[config.mk]
export PLATFORM = sky130hd
export DESIGN_NAME = uart_rx
export DESIGN_NICKNAME = d
export VERILOG_FILES = /design/src/rtl/uart_rx.sv
export SDC_FILE = /design/constraint.sdc
export NUM_CORES = 1
export LEC_CHECK = 0
export BUFFER_PORTS_ARGS = -buffer_cell sky130_fd_sc_hd__buf_2
export CORE_MARGIN = 1
export CORE_UTILIZATION = 55
export DETAILED_ROUTE_END_ITERATION = 12
export PLACE_DENSITY = 0.75
export REMOVE_ABC_BUFFERS = 1
export SLEW_MARGIN = 5
export SYNTH_ARGS = -nofsm -noshare
export SYNTH_HDL_FRONTEND = slang
export SYNTH_SLANG_ARGS = --single-unit
[constraint.sdc]
create_clock -name i_clk -period 4.65 [get_ports i_clk]
set_input_delay 0.93 -clock i_clk [delete_from_list [all_inputs] [get_ports i_clk]]
set_output_delay 0.93 -clock i_clk [all_outputs]
set_load 0.005 [all_outputs]
[src/rtl/uart_rx.sv]
// 8N1 UART receiver with 16x oversampling from a free-running baud-tick divider.
// Each good frame updates o_data and pulses o_done; a low stop bit pulses o_frame_err.
module uart_rx #(
    parameter int CLK_FREQ     = 50000000,
    parameter int BAUD_RATE    = 19200,
    parameter int PAYLOAD_SIZE = 8,
    parameter int OVERSAMPLE   = 16
) (
    input  logic                    i_clk,
    input  logic                    i_rst,
    input  logic                    i_rx,
    output logic [PAYLOAD_SIZE-1:0] o_data,
    output logic                    o_done,
    output logic                    o_frame_err,
    output logic                    o_busy
);

    localparam int DIV = (CLK_FREQ + 8 * BAUD_RATE) / (16 * BAUD_RATE);
    localparam int DW  = (DIV > 1) ? $clog2(DIV) : 1;
    localparam int NW  = (PAYLOAD_SIZE > 1) ? $clog2(PAYLOAD_SIZE) : 1;
    localparam logic [DW-1:0] DIV_LAST = DW'(DIV - 1);
    localparam logic [NW-1:0] N_LAST   = NW'(PAYLOAD_SIZE - 1);

    typedef enum logic [2:0] {IDLE, START, DATA, STOP, BREAK} state_e;

    state_e                  state_q, state_d;
    logic [DW-1:0]           div_q;
    logic [3:0]              s_q, s_d;
    logic [NW-1:0]           n_q, n_d;
    logic [PAYLOAD_SIZE-1:0] shift_q, shift_d;
    logic [PAYLOAD_SIZE-1:0] data_q, data_d;
    logic                    done_q, done_d;
    logic                    ferr_q, ferr_d;
    logic                    rx_meta_q, rx_s_q;
    logic                    tick;

    // Two-flop synchronizer; idles high so reset never looks like a start bit.
    always_ff @(posedge i_clk or negedge i_rst) begin
        if (!i_rst) begin
            rx_meta_q <= 1'b1;
            rx_s_q    <= 1'b1;
        end else begin
            rx_meta_q <= i_rx;
            rx_s_q    <= rx_meta_q;
        end
    end

    // Free-running divider, deliberately not re-phased on a start edge.
    always_ff @(posedge i_clk or negedge i_rst) begin
        if (!i_rst) div_q <= '0;
        else if (div_q == DIV_LAST) div_q <= '0;
        else div_q <= div_q + 1'b1;
    end

    assign tick = (div_q == DIV_LAST);

    always_ff @(posedge i_clk or negedge i_rst) begin
        if (!i_rst) begin
            state_q <= IDLE;
            s_q     <= '0;
            n_q     <= '0;
            shift_q <= '0;
            data_q  <= '0;
            done_q  <= 1'b0;
            ferr_q  <= 1'b0;
        end else begin
            state_q <= state_d;
            s_q     <= s_d;
            n_q     <= n_d;
            shift_q <= shift_d;
            data_q  <= data_d;
            done_q  <= done_d;
            ferr_q  <= ferr_d;
        end
    end

    always_comb begin
        state_d = state_q;
        s_d     = s_q;
        n_d     = n_q;
        shift_d = shift_q;
        data_d  = data_q;
        done_d  = 1'b0;
        ferr_d  = 1'b0;
        case (state_q)
            IDLE: begin
                if (!rx_s_q) begin
                    state_d = START;
                    s_d     = '0;
                end
            end
            START: begin
                // Re-check the line half a bit in to reject glitches.
                if (tick) begin
                    if (s_q == 4'd7) begin
                        if (!rx_s_q) begin
                            state_d = DATA;
                            s_d     = '0;
                            n_d     = '0;
                        end else begin
                            state_d = IDLE;
                        end
                    end else begin
                        s_d = s_q + 4'd1;
                    end
                end
            end
            DATA: begin
                if (tick) begin
                    if (s_q == 4'd15) begin
                        shift_d = {rx_s_q, shift_q[PAYLOAD_SIZE-1:1]};
                        s_d     = '0;
                        if (n_q == N_LAST) state_d = STOP;
                        else n_d = n_q + 1'b1;
                    end else begin
                        s_d = s_q + 4'd1;
                    end
                end
            end
            STOP: begin
                if (tick) begin
                    if (s_q == 4'd15) begin
                        if (rx_s_q) begin
                            data_d  = shift_q;
                            done_d  = 1'b1;
                            state_d = IDLE;
                        end else begin
                            ferr_d  = 1'b1;
                            state_d = BREAK;
                        end
                    end else begin
                        s_d = s_q + 4'd1;
                    end
                end
            end
            BREAK: begin
                // A held-low line must go high before another start is accepted.
                if (rx_s_q) state_d = IDLE;
            end
            default: state_d = IDLE;
        endcase
    end

    assign o_data      = data_q;
    assign o_done      = done_q;
    assign o_frame_err = ferr_q;
    assign o_busy      = (state_q != IDLE);

endmodule
After elaboration in Yosys (flattened, before gate mapping):

Cells that the tools add are included.

* div/mod/pow operators: 0
* reduce and logical (&&, ||, !) cells: 9
* $mul: 0
* bitwise gates (word level): 0
* equal/unequal tests: 20
* $add $sub $neg: 3
* shifts and indexed selects: 0
* $lt $le $gt $ge: 0
* multiplexer cells: 36

Operator list (count)
* $mux 3: 16
* $mux 4: 7
* $ne 2x2->1 const B: 12
* $pmux 4 s4: 1
* $pmux 3 s5: 1
* $reduce_and 9->1: 1
* $add 8x1->8 const B: 1
* $eq 8x8->1 const B: 1
* $mux 1: 8
* $mux 8: 1
* $reduce_and 7->1: 1
* $eq 3x2->1 const B: 2
* $eq 3x3->1 const B: 2
* $pmux 3 s2: 1
* $reduce_and 5->1: 1
* $add 4x1->4 const B: 1
* $eq 4x3->1 const B: 1
* $eq 4x4->1 const B: 1
* $reduce_and 4->1: 1
* $reduce_bool 4->1: 1
* $add 3x1->3 const B: 1
* $eq 3x1->1 const B: 1
* $logic_not 3->1: 1
* $reduce_and 3->1: 1
* other kinds (3): 3

* word-level logic and storage cells: 78
* output and inout bits: 11
* RAM bits: 0
* memories: 0
* input bits: 3
* bits in registers: 38
* bits in latches: 0
* ROM bits: 0

Depth between registers and ports, before layout:

Gate-level depths: netlist of run 1.

* depth after elaboration: 5
* gate-level depth with buffers: 7

Least setup slack after synthesis of run 1:

OpenSTA, ideal clock, no wires.

* kind: register to output
* start: register state_q[0]
* end: output o_busy
* data arrival time: 0.862 ns
* cell stages (with the launch flop): 4
* buffers on the path: 1
* setup slack: 2.858 ns
* cell sequence: dfrtp_1 > buf_2 > nor2_1 > nand2_1

* longest elaborated chain between the ends: 1

Ends and longest elaborated chain
* from (decl): line 26 `state_e state_q, state_d;`
* from (signal assigned): line 67 `state_q <= state_d;`
* $reduce_bool 3->1: line 147 `assign o_busy = (state_q != IDLE);`
* to (decl): line 15 `output logic o_busy`

No other way between the ends.

Worst setup path in the final report of run 1:

* start: register state_q[2]
* end: output o_busy

Same word-level chain as after synthesis.

==> results of run 1 <==
==> cells in the mapped netlist, types with 2 or more instances <==
cell	number	area, sq um
a211o_1	2	17.5
a21o_1	2	15.0
a21oi_1	2	10.0
and2_1	3	18.8
and3_1	6	37.5
buf_6	3	33.8
clkbuf_1	2	7.51
dfrtp_1	36	901
dfstp_2	2	52.6
ha_1	5	62.6
inv_1	6	22.5
mux2_2	16	180
mux2_4	3	45.0
nand2_1	4	15.0
nand3_1	3	15.0
nand4_1	2	12.5
nor2_1	13	48.8
nor3_1	4	20.0
nor4_1	2	12.5
xnor2_1	4	35.0
xor2_1	3	26.3
==> logic make-up (layout without fill, tap and decap cells) <==
family	Yosys count	in the layout	synth area share
XOR/XNOR	7	7	0.0335
AND/OR/NAND/NOR	48	48	0.161
AO/OA/AOI/OAI	18	18	0.0834
multiplexers	20	20	0.129
adder cells (fa/ha/maj)	5	5	0.0342
flip-flops	38	38	0.521
buffers and inverters	12	27	0.0376
==> through the flow <==
stage / cell area (sq um) / worst slack [ns] / total power [mW] / instances / hold slack [ns]
after global placement: 1900 / 2.62 / 0.347 / 199 / 0.346
final: 1990 / 2.21 / 0.572 / 207 / 0.372
after global routing: 1990 / 2.11 / 0.592 / 207 / 0.377
after floorplan: 1780 / 2.84 / 0.340 / 142 / 0.345
after detailed placement: 1900 / 2.61 / 0.347 / 199 / 0.353
after CTS: 1990 / 2.20 / 0.579 / 207 / 0.374
==> power breakdown <==
part / total (mW) / switching (mW) / internal (mW)
Sequential: 0.333 / 0.00134 / 0.332
Clock: 0.232 / 0.119 / 0.113
Combinational: 0.00720 / 0.00633 / 0.000870
==> routing by layer <==
| layer | share of wire | global-route usage | wire (microns) | vias to the layer above |
|---|---|---|---|---|
| met1 | 0.45 | 0.278 | 1470 | 603 |
| met5 | 0 | 0 | 0 | - |
| li1 | - | - | - | 564 |
| met2 | 0.48 | 0.343 | 1570 | 19 |
| met3 | 0.041 | 0.0714 | 132 | 8 |
| met4 | 0.022 | 0.0897 | 72 | 0 |
==> sequential cells by signal (all words and copies together) (netlist names) <==
| register | count |
|---|---|
| rx_meta_q | 1 |
| rx_s_q | 1 |
| o_frame_err | 1 |
| state_q | 3 |
| shift_q | 8 |
| n_q | 3 |
| s_q | 4 |
| o_done | 1 |
| div_q | 8 |
| o_data | 8 |
==> final timing paths <==
check | startpoint | to | slack (ns)
worst max-delay path | state_q[2] | o_busy | 2.21
worst min-delay path | rx_meta_q | rx_s_q | 0.37
worst min register to register | rx_meta_q | rx_s_q | 0.37
min in group asynchronous | i_rst | o_done | 0.64
max in group asynchronous | i_rst | state_q[1] | 3.49
worst max register to register | s_q[0] | n_q[1] | 2.63
==> area by class of cell <==
type                    instances  area (sq um)  area share
clock inverters                 3          45.0      0.0227
clock buffers                   5          37.5      0.0189
well taps                      44          55.1      0.0277
inverters                       6          22.5      0.0113
multi-input cells              98           808       0.407
repair buffers                 13          65.1      0.0327
flip-flops and latches         38           953       0.480
==> placed cells by master, fill, tap and decap left out, types with 2 or more instances in the layout <==
cell,Yosys,layout
and3_1,6,6
nand3_1,3,3
dfstp_2,2,2
ha_1,5,5
buf_2,1,13
clkbuf_4,0,5
nand4_1,2,2
nor3_1,4,4
a211o_1,2,2
nor4_1,2,2
nand2_1,4,4
and2_1,3,3
dfrtp_1,36,36
inv_1,6,6
nor2_1,13,13
xnor2_1,4,4
xor2_1,3,3
a21oi_1,2,2
a21o_1,2,2
mux2_4,3,3
mux2_2,16,16
clkinvlp_4,0,2
==> tab_implementation.tex, run 1 <==
\begin{tabular}{lr}
\hline
Metric & Value \\
\hline
\multicolumn{2}{l}{\textbf{Timing}} \\
\quad Max-slew headroom & 0.464 \\
\quad Number of hold violations in the final report & 0 \\
\quad Peak clock frequency supported by timing & 410 MHz \\
\quad Transition time at the pin with the least slew margin & 0.804 ns \\
\quad Period utilisation layout & 0.524 \\
\quad Final Setup Violations & 0 \\
\quad Setup repair after global routing missed its margin & false \\
\quad Count of pins over their slew limit & 0 \\
\quad Post-route minimum period & 2.44 ns \\
\quad Post-route setup TNS & 0 ns \\
\quad Maximum clock skew at final layout & 0.0115 ns \\
\multicolumn{2}{l}{\textbf{Worst setup path}} \\
\quad Worst Path Class, Setup & reg -> out \\
\quad Type of element launching the critical path & register \\
\quad Family with the most delay on the worst path & flip-flops \\
\quad Worst-case reg-to-reg path depth & 5 \\
\quad Worst-path cell chain & nor2\_1 -> nand2\_1 -> buf\_2 \\
\quad Required time of the critical path & 3.72 ns \\
\quad Arrival time reported for the critical path endpoint & 1.51 ns \\
\quad Endpoint kind of the worst setup timing path & primary output \\
\quad Crit-path max FO & 14 \\
\quad Logic depth of the worst path, buffers included & 3 \\
\quad Critical Path Max Stage Delay & 0.56 ns \\
\quad Number of buffer and inverter stages on the critical path & 1 \\
\quad Slowest cell on crit path & dfrtp\_1 \\
\multicolumn{2}{l}{\textbf{Power}} \\
\quad Leakage & 1.02 nW \\
\quad Power density over the cells & 288 nW/um\^{}2 \\
\quad Max rail drop VDD & 0.237 mV \\
\multicolumn{2}{l}{\textbf{Clock tree}} \\
\quad Number of gates resized after CTS & 0 \\
\quad Root buffer cell & clkbuf\_4 \\
\quad Number of buffers added to fix hold violations after cts & 0 \\
\quad Clock buffers created by TritonCTS & 5 \\
\quad Clock-pin slew reported for the worst setup and hold paths after clock tree synthesis & 0.11 ns \\
\quad Post-CTS Setup Inserts & 0 \\
\quad CTS Buffer Depth & 2 \\
\quad Worst-Skew Late Latency & 0.35 ns \\
\quad Clock tree from TritonCTS & built \\
\quad H-tree depth & 2 \\
\quad Number of clock sinks seen by CTS & 38 \\
\multicolumn{2}{l}{\textbf{Synthesis}} \\
\quad Syn Std Cell Area & 1830 sq um \\
\quad Post-Syn Instances & 148 \\
\quad FF+latch count, synth & 38 \\
\quad Share of synthesized area occupied by flip-flops and latches & 0.521 \\
\quad Most used flip-flop cell after synthesis & dfrtp\_1 \\
\quad Synth cell types & 46 \\
\quad Syn avg cell area & 12.4 sq um \\
\quad Number of flops mapped to enable cells by yosys & 0 \\
\quad Async S/R FF share, synth & 1.00 \\
\quad YS warnings & 0 \\
\multicolumn{2}{l}{\textbf{Job}} \\
\quad Max Cap Violations & 0 \\
\multicolumn{2}{l}{\textbf{Global route}} \\
\quad Number of antenna violations at the first check in global routing & 0 \\
\quad Gr usage total & 0.218 \\
\quad Global-route wire length before repair & 5480 microns \\
\quad Number of global-route vias before repair & 1148 \\
\quad Overflow left after global routing & 0 \\
\quad Pin count of the biggest net entering global routing & 39 \\
\multicolumn{2}{l}{\textbf{Place}} \\
\quad IO Port Bufs & 13 \\
\quad Final RePlAce weighted congestion & 0.843 \\
\quad HPWL reported at the end of detailed placement & 2250 microns \\
\multicolumn{2}{l}{\textbf{Die}} \\
\quad Floorplan die area & 3560 sq um \\
\quad DIE WIDTH & 59.7 microns \\
\quad Std-Cell Core Area & 3100 sq um \\
\quad Cell Rows & 20 \\
\quad Die Span Y & 59.7 microns \\
\quad Number of top-level pins & 14 \\
\quad Initial Utilization & 0.590 \\
\multicolumn{2}{l}{\textbf{Detailed routing}} \\
\quad Pre-Repair DR Iteration Count & 4 \\
\quad Wire length per cell & 15.7 microns \\
\quad Wire length reported by the detailed router & 3250 microns \\
\quad Number of violations reported at the end of detailed-routing iteration 0 & 45 \\
\quad Routed vias/inst & 5.77 \\
\quad DRC & 0 \\
\quad Number of nets with antenna violations after detailed routing & 0 \\
\quad Vias after detailed routing & 1194 \\
\multicolumn{2}{l}{\textbf{Worst hold path}} \\
\quad Worst Hold Path Cells & 0 \\
\quad Hold/Removal Path Class & reg -> reg \\
\multicolumn{2}{l}{\textbf{Layout}} \\
\quad Fillers & 261 \\
\quad Area added between synthesis and finish & 8.54\% \\
\quad Final core utilization & 0.640 \\
\quad Proportion of layout cells with a drive suffix above 1 & 0.319 \\
\quad \# diodes & 0 \\
\quad Nets & 170 \\
\multicolumn{2}{l}{\textbf{Status}} \\
\quad Status & finished clean \\
\hline
\end{tabular}
No activity file was read; power rests on OpenSTA's default activity.
==> run 2: changes to the inputs <==
Settings changed: ABC_AREA set to 1, CORE_UTILIZATION 55 to 53.
Clock period 4.65 ns to 2.2 ns, I/O delays scaled along.
==> tab_implementation.tex, run 2 <==
\begin{tabular}{lr}
\hline
Metric & Value \\
\hline
\multicolumn{2}{l}{\textbf{Worst hold path}} \\
\quad Hold/Removal Path Class & in -> async \\
\multicolumn{2}{l}{\textbf{Clock tree}} \\
\quad Worst-Skew Late Latency & 0.29 ns \\
\quad CTS Buffer Depth & 2 \\
\quad Number of buffers added to fix hold violations after cts & 0 \\
\quad Clock tree from TritonCTS & built \\
\quad Root buffer cell & clkbuf\_8 \\
\quad Number of clock sinks seen by CTS & 38 \\
\quad Clock buffers created by TritonCTS & 5 \\
\quad Clock-pin slew reported for the worst setup and hold paths after clock tree synthesis & 0.07 ns \\
\quad Number of gates resized after CTS & 0 \\
\quad Post-CTS Setup Inserts & 0 \\
\quad H-tree depth & 2 \\
\multicolumn{2}{l}{\textbf{Global route}} \\
\quad Number of antenna violations at the first check in global routing & 0 \\
\quad Overflow left after global routing & 0 \\
\quad Pin count of the biggest net entering global routing & 39 \\
\quad Global-route wire length before repair & 6330 microns \\
\quad Number of global-route vias before repair & 1470 \\
\quad Gr usage total & 0.210 \\
\multicolumn{2}{l}{\textbf{Layout}} \\
\quad Proportion of layout cells with a drive suffix above 1 & 0.234 \\
\quad \# diodes & 0 \\
\quad Final Instance Area & 2190 sq um \\
\quad Nets & 256 \\
\quad Most used cells in the layout excluding fill and tap cells & nand2\_1 (59), dfrtp\_1 (36), inv\_1 (26) \\
\quad Area added between synthesis and finish & 10.5\% \\
\quad Commonest non-fill, non-tap cell in the layout & nand2\_1 \\
\multicolumn{2}{l}{\textbf{Worst setup path}} \\
\quad Family with the most delay on the worst path & flip-flops \\
\quad Arrival time reported for the critical path endpoint & 1.36 ns \\
\quad Critical Path Max Stage Delay & 0.49 ns \\
\quad Type of element launching the critical path & register \\
\quad Worst Path Class, Setup & reg -> out \\
\quad Worst-path cell chain & nor2\_1 -> nand2\_1 -> buf\_2 \\
\quad Crit-path max FO & 8 \\
\quad Required time of the critical path & 1.76 ns \\
\quad Number of buffer and inverter stages on the critical path & 1 \\
\quad Endpoint kind of the worst setup timing path & primary output \\
\quad Slowest cell on crit path & dfrtp\_1 \\
\multicolumn{2}{l}{\textbf{Timing}} \\
\quad Peak clock frequency supported by timing & 555 MHz \\
\quad Setup repair after global routing missed its margin & false \\
\quad Transition time at the pin with the least slew margin & 0.805 ns \\
\quad Post-route minimum period & 1.80 ns \\
\quad Period utilisation layout & 0.818 \\
\quad Number of hold violations in the final report & 0 \\
\quad Maximum clock skew at final layout & 0.00433 ns \\
\quad Final Setup Violations & 0 \\
\quad Count of pins over their slew limit & 0 \\
\quad Max-slew headroom & 0.464 \\
\quad Post-route setup TNS & 0 ns \\
\quad Post-route worst setup slack & 0.400 ns \\
\multicolumn{2}{l}{\textbf{Detailed routing}} \\
\quad Pre-Repair DR Iteration Count & 4 \\
\quad Routed vias/inst & 5.16 \\
\quad Wire length per cell & 12.2 microns \\
\quad DRC & 0 \\
\quad Number of nets with antenna violations after detailed routing & 0 \\
\quad Number of violations reported at the end of detailed-routing iteration 0 & 147 \\
\quad Wire length reported by the detailed router & 3570 microns \\
\quad Vias after detailed routing & 1517 \\
\multicolumn{2}{l}{\textbf{Die}} \\
\quad Cell Rows & 21 \\
\quad Number of top-level pins & 14 \\
\quad Floorplan die area & 4000 sq um \\
\quad Initial Utilization & 0.573 \\
\quad DIE WIDTH & 63.2 microns \\
\quad Die Span Y & 63.2 microns \\
\quad Std-Cell Core Area & 3470 sq um \\
\multicolumn{2}{l}{\textbf{Synthesis}} \\
\quad Syn Std Cell Area & 1990 sq um \\
\quad FF+latch count, synth & 38 \\
\quad Async S/R FF share, synth & 1.00 \\
\quad Post-Syn Instances & 231 \\
\quad Fraction of post-synthesis cell area in the top cell type by area & 0.453 \\
\quad Cell type with the highest aggregate area in the netlist & dfrtp\_1 \\
\quad Top cells by area in the synthesized netlist & dfrtp\_1 (45\%), nand2\_1 (11\%), o21ai\_2 (6.6\%), nand3\_1 (5.8\%), inv\_1 (4.9\%) \\
\quad Number of flops mapped to enable cells by yosys & 0 \\
\quad Share of synthesized area occupied by flip-flops and latches & 0.480 \\
\quad Most used flip-flop cell after synthesis & dfrtp\_1 \\
\quad YS warnings & 0 \\
\quad Leading cell type by number of instances after synthesis & nand2\_1 \\
\quad Synth cell types & 25 \\
\quad Leading post-synthesis cells by instance count & nand2\_1 (59), dfrtp\_1 (36), inv\_1 (26) \\
\quad Syn avg cell area & 8.60 sq um \\
\multicolumn{2}{l}{\textbf{Place}} \\
\quad Worst setup timing slack at the placement stage & 0.529 ns \\
\quad Placed Instance Area & 2080 sq um \\
\quad HPWL reported at the end of detailed placement & 2510 microns \\
\quad Final RePlAce weighted congestion & 0.902 \\
\quad IO Port Bufs & 13 \\
\multicolumn{2}{l}{\textbf{Job}} \\
\quad Max Cap Violations & 0 \\
\multicolumn{2}{l}{\textbf{Power}} \\
\quad Max rail drop VDD & 0.436 mV \\
\quad Power density over the cells & 604 nW/um\^{}2 \\
\quad Leakage & 1.14 nW \\
\multicolumn{2}{l}{\textbf{Status}} \\
\quad Status & finished clean \\
\hline
\end{tabular}
-- run 2: cell types whose count changed after synthesis, sizes merged, moves of 4 or more --
cell,change
nand2,+59
nor2,+15
and2,-4
nor3,-4
o21ai,+24
and3,-6
xnor2,-4
mux2,-20
nand3,+23
inv,+24
-- run 2: where the power goes --
| part | internal [mW] | switching [mW] |
|---|---|---|
| sequential | 0.702 | 0.00283 |
| combinational | 0.00211 | 0.0165 |
| clock | 0.363 | 0.239 |
-- run 2: cell families after synthesis --
family / Yosys count / synth area share
AO/OA/AOI/OAI: 27 / 0.0976
XOR/XNOR: 4 / 0.0176
buffers and inverters: 34 / 0.0730
adder cells (fa/ha/maj): 5 / 0.0315
flip-flops: 38 / 0.480
AND/OR/NAND/NOR: 123 / 0.300
-- run 2: layer usage --
metal | global-route usage | wire length [microns] | vias to the layer above
met4 | 0.131 | 42 | 0
met3 | 0.0652 | 179 | 4
met1 | 0.245 | 1630 | 705
li1 | - | - | 769
met2 | 0.336 | 1730 | 39
met5 | 0 | 0 | -
-- run 2: worst reg2reg max path, delay by kind of cell (launching register included) --
family | cells | cell delay (ns)
simple gates | 5 | 0.76
flops | 1 | 0.41
buf+inv | 2 | 0.21
fa+ha+maj | 1 | 0.15
compound gates | 1 | 0.06
-- run 2: area by class of cell --
class	instances	area, sq um
Clock buffer	6	82.6
Inverter	31	118
Clock inverter	1	30.0
Timing Repair Buffer	13	65.1
Sequential cell	38	953
Fill cell	304	1270
Tap cell	46	57.6
Multi-Input combinational cell	159	888
-- run 2: path summary, 6_finish.rpt --
check,start,endpoint,slack (ns),depth (start not counted)
max,state_q[1],o_busy,0.40,3
min,i_rst,div_q[6],0.23,1
max reg2reg,div_q[0],o_data[2],0.52,9
min reg2reg,rx_meta_q,rx_s_q,0.36,0
max in group asynchronous,i_rst,n_q[2],1.46,1
min in group i_clk,i_rx,rx_meta_q,0.24,1
-- run 2: metrics by stage --
stage,instances,total power [mW],util,hold slack (ns)
finish,294,1.32,0.633,0.232
global route,294,1.37,0.633,0.224
CTS,294,1.35,0.633,0.230
detailed placement,287,0.737,0.600,0.347
global placement,287,0.738,0.600,0.346
floorplan,228,0.720,-,0.144
